--- src/rtl/ahb_sram_bridge.sv ---
// AHB-Lite slave front end for the on-chip sram: decodes the address phase into sram strobes,
// stalls the data phase until the sram ready pulse, and returns OKAY/ERROR responses.
module ahb_sram_bridge #(
  parameter int unsigned ADDR_BITS      = 16,
  parameter int unsigned TIMEOUT_CYCLES = 64
) (
  input  logic        hclk,
  input  logic        hresetn,
  input  logic        hsel,
  input  logic [1:0]  htrans,
  input  logic [31:0] haddr,
  input  logic        hwrite,
  input  logic [2:0]  hsize,
  input  logic [31:0] hwdata,
  input  logic        hready,
  output logic        hreadyout,
  output logic [1:0]  hresp,
  output logic [31:0] hrdata,
  output logic [1:0]  mem_trans,
  output logic [31:0] mem_address,
  output logic [3:0]  mem_bl,
  output logic        mem_we,
  output logic        mem_ce,
  output logic [31:0] mem_write_data,
  input  logic [31:0] mem_read_data,
  input  logic        mem_ready
);

  localparam logic [2:0] StIdle   = 3'd0;
  localparam logic [2:0] StAccess = 3'd1;
  localparam logic [2:0] StDone   = 3'd2;
  localparam logic [2:0] StErr1   = 3'd3;
  localparam logic [2:0] StErr2   = 3'd4;

  localparam int unsigned CntW = (TIMEOUT_CYCLES > 1) ? $clog2(TIMEOUT_CYCLES) : 1;
  localparam bit TimeoutEn = (TIMEOUT_CYCLES != 0);
  localparam logic [CntW-1:0] CntMax = CntW'((TIMEOUT_CYCLES == 0) ? 0 : TIMEOUT_CYCLES - 1);

  logic [2:0]      state_q, state_d;
  logic            hwrite_q, hwrite_d;
  logic [31:0]     addr_q, addr_d;
  logic [3:0]      bl_q, bl_d;
  logic [1:0]      trans_q, trans_d;
  logic [CntW-1:0] cnt_q, cnt_d;
  logic [31:0]     hrdata_q, hrdata_d;

  logic        can_accept, accept, legal;
  logic [3:0]  lanes;
  logic [31:0] addr_masked;
  logic        unused_haddr;

  assign unused_haddr = ^haddr;

  always_comb begin
    addr_masked                  = '0;
    addr_masked[ADDR_BITS-1:0]   = haddr[ADDR_BITS-1:0];
  end

  assign can_accept = (state_q == StIdle) || (state_q == StDone) || (state_q == StErr2);
  assign accept     = hsel & htrans[1] & hready & can_accept;

  always_comb begin
    lanes = 4'b0000;
    legal = 1'b0;
    case (hsize)
      3'd0: begin
        lanes = 4'b0001 << haddr[1:0];
        legal = 1'b1;
      end
      3'd1: begin
        lanes = haddr[1] ? 4'b1100 : 4'b0011;
        legal = ~haddr[0];
      end
      3'd2: begin
        lanes = 4'b1111;
        legal = (haddr[1:0] == 2'b00);
      end
      default: begin
        lanes = 4'b0000;
        legal = 1'b0;
      end
    endcase
  end

  always_comb begin
    state_d  = state_q;
    hwrite_d = hwrite_q;
    addr_d   = addr_q;
    bl_d     = bl_q;
    trans_d  = trans_q;
    cnt_d    = cnt_q;
    hrdata_d = hrdata_q;
    case (state_q)
      StIdle, StDone, StErr2: begin
        state_d = StIdle;
        if (accept) begin
          if (legal) begin
            // Memory-facing registers only move for accesses that actually reach the sram
            hwrite_d = hwrite;
            addr_d   = addr_masked;
            bl_d     = lanes;
            trans_d  = htrans;
            cnt_d    = '0;
            state_d  = StAccess;
          end else begin
            state_d = StErr1;
          end
        end
      end
      StAccess: begin
        if (mem_ready) begin
          state_d = StDone;
          if (!hwrite_q) hrdata_d = mem_read_data;
        end else if (TimeoutEn && (cnt_q == CntMax)) begin
          state_d = StErr1;
        end else begin
          cnt_d = cnt_q + 1'b1;
        end
      end
      StErr1:  state_d = StErr2;
      default: state_d = StIdle;
    endcase
  end

  always_ff @(posedge hclk or negedge hresetn) begin
    if (!hresetn) begin
      state_q  <= StIdle;
      hwrite_q <= 1'b0;
      addr_q   <= '0;
      bl_q     <= '0;
      trans_q  <= '0;
      cnt_q    <= '0;
      hrdata_q <= '0;
    end else begin
      state_q  <= state_d;
      hwrite_q <= hwrite_d;
      addr_q   <= addr_d;
      bl_q     <= bl_d;
      trans_q  <= trans_d;
      cnt_q    <= cnt_d;
      hrdata_q <= hrdata_d;
    end
  end

  assign mem_ce         = (state_q == StAccess);
  assign mem_we         = mem_ce & hwrite_q;
  assign mem_write_data = mem_ce ? hwdata : '0;
  assign mem_address    = addr_q;
  assign mem_bl         = bl_q;
  assign mem_trans      = trans_q;
  assign hreadyout      = ~((state_q == StAccess) || (state_q == StErr1));
  assign hresp          = ((state_q == StErr1) || (state_q == StErr2)) ? 2'b01 : 2'b00;
  assign hrdata         = hrdata_q;

endmodule

--- config.mk ---
export PLATFORM = sky130hd
export DESIGN_NAME = ahb_sram_bridge
export DESIGN_NICKNAME = d
export VERILOG_FILES = /design/src/rtl/ahb_sram_bridge.sv
export SDC_FILE = /design/constraint.sdc
export NUM_CORES = 1
export LEC_CHECK = 0
export CORE_MARGIN = 3
export CORE_UTILIZATION = 35
export CTS_CLUSTER_DIAMETER = 60
export CTS_CLUSTER_SIZE = 30
export DETAILED_ROUTE_END_ITERATION = 6
export GPL_TIMING_DRIVEN = 0
export HOLD_SLACK_MARGIN = 0.05
export PLACE_DENSITY = 0.89
export SYNTH_ARGS = -nofsm -noshare
export SYNTH_HDL_FRONTEND = slang
export SYNTH_SLANG_ARGS = --single-unit
--- constraint.sdc ---
create_clock -name hclk -period 2.2 [get_ports hclk]
set_input_delay 0.33 -clock hclk [delete_from_list [all_inputs] [get_ports hclk]]
set_output_delay 0.33 -clock hclk [all_outputs]
set_load 0.005 [all_outputs]
## Word-level counts from Yosys, hierarchy flattened

Cells that the tools add are included.

| word-level totals | value |
|---|---|
| flip-flop bits (word level) | 64 |
| output and inout bits | 107 |
| bits of input ports | 107 |
| logic and storage cells | 55 |

| operators by class | value |
|---|---|
| add/sub/neg operators | 1 |
| shift-type cells | 1 |
| bitwise logic cells | 7 |
| reduce and logical (&&, ||, !) cells | 12 |
| equality and inequality tests | 12 |
| mux-type cells | 15 |

Operator list:

| operator | count |
|---|---|
| 32-bit two-way mux | 1 |
| 6-bit two-way mux | 4 |
| 4-bit one-hot mux with 3 select lines | 1 |
| 6-bit one-hot mux with 2 select lines | 1 |
| 3-bit by 2-bit == test with 1-bit output, second input constant | 3 |
| 3-bit one-hot mux with 3 select lines | 1 |
| 2-bit inequality test, second input constant | 4 |
| 6-bit by 1-bit adder with 6-bit output, second input constant | 1 |
| 3-bit by 1-bit == test with 1-bit output, second input constant | 2 |
| 6-bit == test, second input constant | 1 |
| 3-bit logical NOT | 2 |
| 3-bit two-way mux | 2 |
| 3-bit AND reduction | 2 |
| 5-bit AND reduction | 1 |
| 1-bit AND | 4 |
| 1-bit logical OR | 4 |
| 2-bit two-way mux | 2 |
| 4-bit two-way mux | 1 |
| 1-bit by 2-bit left shift with 4-bit output, first input constant | 1 |
| 3-bit == test, second input constant | 1 |
| 3-bit by 1-bit inequality test with 1-bit output, second input constant | 1 |
| 1-bit NOT | 3 |
| 1-bit one-hot mux with 3 select lines | 1 |
| 3-bit OR reduction | 1 |
| other kinds (3) | 3 |

## Depth between registers and ports, before layout

Gate-level depths: netlist of the first run.

| logic depth | value |
|---|---|
| word-level depth | 6 |
| depth in mapped cells | 5 |
| depth with buffers taken out | 5 |

## Least setup slack after synthesis of the first run

Ideal clock, no wire load.

| path | value |
|---|---|
| path type | flip-flop to flip-flop |
| start point | reg state_q[2] |
| end point | reg hrdata_q[22], in the netlist hrdata[22] |
| data required time | 2075 ps |
| setup slack | 385 ps |
| clock period less this slack | 1815 ps |
| path buffers | 2 |
| arrival time | 1690 ps |
| cell stages (with the launch flop) | 6 |
| cells stage by stage | dfrtp_1 > or3b_1 > buf_6 > nor3b_4 > buf_6 > mux2_2 |

| on the way | value |
|---|---|
| word-level cells in the longest chain between the ends | 2 |

Ends and longest elaborated chain:

| element | line | RTL |
|---|---|---|
| from (decl) | 39 | `logic [2:0] state_q, state_d;` |
| from (signal assigned) | 127 | `state_q <= StIdle;` |
| from (signal assigned) | 135 | `state_q <= state_d;` |
| 3-bit by 1-bit == test with 1-bit output | 93 | `case (state_q)` |
| 3-bit AND reduction (no source line) | -- |  |
| to (signal assigned) | 141 | `hrdata_q <= hrdata_d;` |
| to (decl) | 45 | `logic [31:0] hrdata_q, hrdata_d;` |

Every way passes these cells.
A chain may end at the register's enable or synchronous reset.

## Worst setup path in the final report of the first run

| path | value |
|---|---|
| start point | reg state_q[1] |
| end point | out mem_write_data[16] |

| on the way | value |
|---|---|
| word-level cells in the longest chain between the ends | 2 |

Ends and longest elaborated chain:

| element | line | RTL |
|---|---|---|
| 3-bit by 1-bit == test with 1-bit output | 145 | `assign mem_ce = (state_q == StAccess);` |
| 32-bit two-way mux | 147 | `assign mem_write_data = mem_ce ? hwdata : '0;` |
| to (decl) | 24 | `output logic [31:0] mem_write_data,` |

Every way passes these cells.

==> results.cfg, run 1 <==
[run_status]
status = finished with violations
failed_checks = negative setup slack

[drt]
drtPass1Iterations = 4
antenna_left = 0
drt-initial-drc-count = 46
wire_per_inst_um = 16.36
routed_wl_um = 9392
drc = 0
num_vias = 2688
avgViaCountPerCell = 4.683

[final_layout]
insertedDiodeCount = 0
area_growth_pct = 87.44
nets = 575
drive_gt1_share_pct = 36.44
final_util_pct = 69.58
layout.cells.non_filler = 574

[sta]
worst_slack_ns = -0.05245
slew_headroom_pct = 57.24
fmax_ghz = 0.4440
rsz0062_at_grt = true
drv_slew = 0
setup-tns-final_ns = -0.2121
hold_viol = 0
post-route-period-util_pct = 102.4
period_minus_slack_ns = 2.252
finalSetupViolCount = 6
worst_pin_slew_ns = 0.6401
skew_ns = 0.01711
holdWs_ns = 0.4685

[worst_hold_path]
hold_start = mem_trans[1]
worstHoldEndpoint = mem_trans[1]
holdCritPathClass = reg -> reg
holdPathStages = 1

[setup_path]
critPathMostFrequentCell = buf_6
r2r_slack_ns = 0.09
crit_path_start = state_q[1]
cp.required_ns = 1.87
crit_fanout = 3
crit_type = reg -> out
endpoint_kind = primary output
cp-start-kind = register
max_stage_delay_ns = 0.42
reg2reg_depth = 6
arrival_ns = 1.92
r2r-start = state_q[1]
r2r_end = hrdata[31]
cp_cell_sequence = or3b_4, clkinvlp_4, buf_12, buf_12, buf_8, buf_6, buf_6, and2_4, buf_6
slowest_stage = or3b_4

[global_route]
grt_max_degree = 41
grt_usage_pct = 19.15
grt_pass1_wl_um = 14370
grt_pass1_vias = 2886
antenna_found_initial = 0
grt-ovfl-total = 0

[synth]
synth-simple-area-share_pct = 10.96
ys_seq_area_share_pct = 54.15
synthMuxAreaShare_pct = 20.47
synth_xor_area_share_pct = 0.2961
synth_compound_area_share_pct = 5.880
yosysWarnings = 0
synthAdderAreaFrac_pct = 0.4230
synthDistinctLibCells = 35
ys_async_sr_fraction_pct = 100.0
synth_edf_count = 0
ys_ff_latch = 64
syn_area_mm2 = 0.002958
synth_top_family_by_area = multiplexers
syn_inst = 236
syn_area_per_cell_um2 = 12.53
synth_top_flop_cell = dfrtp_1

[clock_network]
clock_latency_ns = 0.34
root_buffer = clkbuf_8
cts_tree = done
cts_max_path_buffers = 2
cts_buffers = 9
cts.sinks = 64
cts_max_level = 3
clk_pin_slew_ns = 0.07

[placement]
port_buffers = 180
detailedPlace.worstSlack_ns = -0.3273
dp_cells = 535
place_congestion = 0.8719
dp_hpwl_um = 6959

[pwr]
combinationalPowerShare_pct = 36.5
power.leakage_nw = 2.508
power.density_mw_per_mm2 = 880.7
p_sw_w = 0.001242
ir_drop_mv = 0.3264
swShare_pct = 25.43
clkPwrFrac_pct = 25.5
power_frac_seq_pct = 38.0
p_int_w = 0.003641

[floorplan]
die-area_mm2 = 0.009590
die_y_um = 97.93
core-area_mm2 = 0.007968
fp-row-count = 32
ios = 214
die_w_um = 97.93
start_util_pct = 37.12

[run]
cap_violations = 0
[cell usage in the layout, fill, tap and decap left out, types with 2 or more instances in the layout]
cell	synthesis	routed
clkdlybuf4s50_1	0	144
and2_4	0	22
o22ai_1	2	2
a31oi_1	2	2
nand2b_1	2	2
conb_1	1	17
clkinvlp_4	0	3
mux2i_1	2	2
o21ai_0	9	9
clkdlybuf4s15_1	0	3
nand2_1	2	2
buf_8	0	3
bufinv_16	0	3
nor2_1	5	4
inv_1	9	8
o41ai_1	2	2
buf_4	17	27
nor4_1	2	2
clkbuf_8	0	11
buf_2	2	11
buf_12	0	3
and2_1	33	11
mux2_2	49	48
a21oi_1	6	6
buf_6	4	35
a21o_1	3	3
dfrtp_1	64	64
mux2_1	3	3
[logic make-up (layout without fill, tap and decap cells)]
logic type	after synthesis	count (layout)
flops	64	64
mux	54	54
simple gates	52	52
buf+inv	35	255
compound gates	28	28
fa+ha+maj	1	1
other cells	1	17
xor+xnor	1	1
[metal layers]
| metal | GRT usage (%) | vias to the layer above | wire (µm) |
|---|---|---|---|
| met5 | 0 | - | 0 |
| met4 | 7.668 | 0 | 207 |
| met3 | 6.786 | 18 | 952 |
| met2 | 34.55 | 172 | 4806 |
| met1 | 20.23 | 1256 | 3427 |
| li1 | - | 1242 | - |
[registers in the layout (all words and copies together), names as in the netlist]
name and cells:
hwrite_q 1, state_q 3, mem_trans 2, mem_bl 4
mem_address 16, hrdata 32, cnt_q 6
[power by group through the flow]
stage / logic (W) / registers (W) / clock network [W]
floorplan: 0.000525 / 0.00188 / 0
global placement: 0.00163 / 0.00186 / 0
detailed placement: 0.00168 / 0.00189 / 0
CTS: 0.00177 / 0.00186 / 0.00127
global route: 0.00191 / 0.00192 / 0.00134
finish: 0.00178 / 0.00186 / 0.00124
[cell usage after synthesis, types with 2 or more instances]
library cell | instances | area, µm²
buf_6 | 4 | 45.04
o41ai_1 | 2 | 17.52
clkbuf_1 | 3 | 11.26
mux2_1 | 3 | 33.78
nand2_1 | 2 | 7.510
a31oi_1 | 2 | 12.51
o21ai_0 | 9 | 45.04
o22ai_1 | 2 | 12.51
nor4_1 | 2 | 12.51
a21oi_1 | 6 | 30.03
nand2b_1 | 2 | 12.51
mux2i_1 | 2 | 20.02
inv_1 | 9 | 33.78
a21o_1 | 3 | 22.52
mux2_2 | 49 | 551.8
buf_2 | 2 | 10.01
dfrtp_1 | 64 | 1602
and2_1 | 33 | 206.5
buf_4 | 17 | 127.6
nor2_1 | 5 | 18.77
[area by class of cell]
cell class	count	area (µm²)
Timing Repair Buffer	206	2073
Clock inverter	6	113.9
Clock buffer	10	137.6
Multi-Input combinational cell	153	1252
Buffer	24	200.2
Sequential cell	64	1602
Fill cell	543	2424
Inverter	9	37.54
Tap cell	102	127.6
[repair_timing]
| action | CTS | global route |
|---|---|---|
| endpoints found under the setup margin | 34 | 35 |
| hold buffers | 1 | 0 |
| pin swaps | 17 | 3 |
| buffers inserted | 17 | 6 |
| gates resized for setup | 178 | 23 |
| hold endpoints to repair | 24 | 0 |
| gates cloned | 2 | 0 |
[worst max-delay path by stage]
| stage | endpoint | slack, ns | cells after the start |
|---|---|---|---|
| 2_1_floorplan | hrdata[22] | 0.38 | 5 |
| 3_3_place_gp | mem_address[0] | -1.23 | 1 |
| 3_5_place_dp | mem_write_data[26] | -0.33 | 6 |
| 4_1_cts | mem_write_data[16] | -0.17 | 10 |
| 5_1_grt | mem_write_data[16] | -0.14 | 9 |
| 6_report | mem_write_data[16] | -0.05 | 9 |
[critical path, delay by kind of cell, from the launching register on]
family / cells / cell delay [ns]
buf+inv: 7 / 0.66
simple gates: 2 / 0.55
flops: 1 / 0.38
[metrics by stage]
stage / total power (W) / cell area, µm²
after CTS: 0.004902 / 5461
after global placement: 0.003485 / 4947
after detailed placement: 0.003561 / 4962
after floorplan: 0.002402 / 3018
final: 0.004883 / 5544
after global routing: 0.005169 / 5544
Power figures use the tool's default switching activity.
==> inputs of run 2 (changes only) <==
--- a/config.mk
+++ b/config.mk
@@ -5,6 +5,7 @@
 export SDC_FILE = /design/constraint.sdc
 export NUM_CORES = 1
 export LEC_CHECK = 0
+export CORE_ASPECT_RATIO = 1.4
 export CORE_MARGIN = 3
 export CORE_UTILIZATION = 35
 export CTS_CLUSTER_DIAMETER = 60
@@ -12,7 +13,8 @@
 export DETAILED_ROUTE_END_ITERATION = 6
 export GPL_TIMING_DRIVEN = 0
 export HOLD_SLACK_MARGIN = 0.05
-export PLACE_DENSITY = 0.89
+export PLACE_DENSITY = 0.91
+export SLEW_MARGIN = 10
 export SYNTH_ARGS = -nofsm -noshare
 export SYNTH_HDL_FRONTEND = slang
 export SYNTH_SLANG_ARGS = --single-unit
==> results.cfg, run 2 (synthesized netlist as in run 1, its figures left out) <==
[placement]
port_buffers = 180
dp_hpwl_um = 6489
dpl_cell_area_mm2 = 0.004945
detailedPlace.worstSlack_ns = -0.3540
place_congestion = 0.8159

[floorplan]
die_y_um = 114.8
ios = 214
die_w_um = 83.70
fp-row-count = 39
core-area_mm2 = 0.008198
start_util_pct = 36.08
die-area_mm2 = 0.009606

[clock_network]
cts_max_level = 3
clock_latency_ns = 0.32
root_buffer = clkbuf_16
cts_max_path_buffers = 2
cts.sinks = 64
cts_buffers = 9
cts_tree = done
clk_pin_slew_ns = 0.06

[drt]
drtPass1Iterations = 4
wl_met1_um = 3018
drt-initial-drc-count = 119
wl_met2_um = 4757
routed_wl_um = 8783
antenna_left = 0
route.met3.wl_um = 804
avgViaCountPerCell = 4.633
drc = 0
wire_per_inst_um = 15.27
num_vias = 2664
top_layer = met4

[sta]
worst_pin_slew_ns = 0.7938
finalSetupViolCount = 1
slew_headroom_pct = 47.08
worst_slack_ns = -0.01127
post-route-period-util_pct = 100.5
hold_viol = 0
period_minus_slack_ns = 2.211
fmax_ghz = 0.4522
rsz0062_at_grt = true
skew_ns = 0.003823
setup-tns-final_ns = -0.01127
drv_slew = 0

[pwr]
power.leakage_nw = 2.477
ir_drop_mv = 0.6027
power.density_mw_per_mm2 = 912.7

[final_layout]
area_growth_pct = 85.83
insertedDiodeCount = 0
largest_register_ff_count = 32
final_area_mm2 = 0.005497
final_util_pct = 67.05
final_common_cell = clkdlybuf4s50_1
nets = 576
final_cell_mix = clkdlybuf4s50_1, dfrtp_1, mux2_2, buf_4, buf_6
drive_gt1_share_pct = 33.83

[run_status]
failed_checks = negative setup slack
status = finished with violations

[global_route]
grt_pass1_vias = 2797
antenna_found_initial = 0
grt-ovfl-total = 0
grt_max_degree = 65
grt_pass1_wl_um = 13320
grt_usage_pct = 17.72

[run]
cap_violations = 0

[worst_hold_path]
holdCritPathClass = in -> async

[setup_path]
r2r_slack_ns = 0.10
worstSetupEndpoint = mem_write_data[22]
r2r_end = mem_address[4]
cp_cell_sequence = or3b_4, clkinvlp_4, buf_6, clkbuf_8, buf_4, and2_1, buf_2
arrival_ns = 1.88
cp.required_ns = 1.87
slowest_stage = or3b_4
endpoint_kind = primary output
crit_fanout = 6
reg2reg_depth = 7
max_stage_delay_ns = 0.44
crit_path_start = state_q[2]
cp-start-kind = register
crit_type = reg -> out
r2r-start = state_q[0]
## run 2: what timing repair did
action | CTS | global route
setup endpoints to repair | 34 | 45
gates cloned | 4 | 0
pin swaps | 3 | 9
resized for setup | 103 | 58
hold buffers | 0 | 0
buffers inserted | 22 | 6
## run 2: how the worst min path moves through the flow
stage                              end  slack [ns]  depth (start not counted)
final                        hrdata[2]        0.09                          1
after global routing         hrdata[6]        0.16                          1
after global placement    mem_trans[1]        0.45                          1
after CTS                   hrdata[19]        0.12                          1
after floorplan               cnt_q[0]        0.03                          0
after detailed placement     hrdata[3]        0.47                          1
## run 2: per-stage QoR
stage / hold WS, ns / cells / power, W
2_1_floorplan: 0.03441 / 252 / 0.002402
5_1_grt: 0.1580 / 575 / 0.005286
4_1_cts: 0.1231 / 575 / 0.005055
3_3_place_gp: 0.4517 / 534 / 0.003457
6_report: 0.09383 / 575 / 0.005017
3_5_place_dp: 0.4671 / 534 / 0.003552
## run 2: per-layer routing
layer,vias to the layer above,global-route usage [%]
met5,-,0
met2,165,32.93
met1,1237,17.81
met4,0,7.511
met3,17,6.380
li1,1245,-
## run 2: critical path, delay by kind of cell, from the launching register on
kind / cells / cell delay, ns
simple gates: 2 / 0.55
buf+inv: 5 / 0.63
flops: 1 / 0.37
## run 2: final cells by class
type                            instances  area (µm²)
Buffer                                 22       176.4
Clock buffer                           10       239.0
Clock inverter                          6       67.56
Fill cell                             579        2701
Inverter                                9       37.54
Multi-Input combinational cell        153        1224
Sequential cell                        64        1602
Tap cell                              102       127.6
Timing Repair Buffer                  208        2016
Timing Repair inverter                  1       7.507
## run 2: report_power, final
group / switching, W / internal [W] / leakage (nW)
clock network: 0.000508 / 0.000910 / 0.145
logic: 0.000523 / 0.00122 / 1.55
registers: 0.000251 / 0.00160 / 0.780
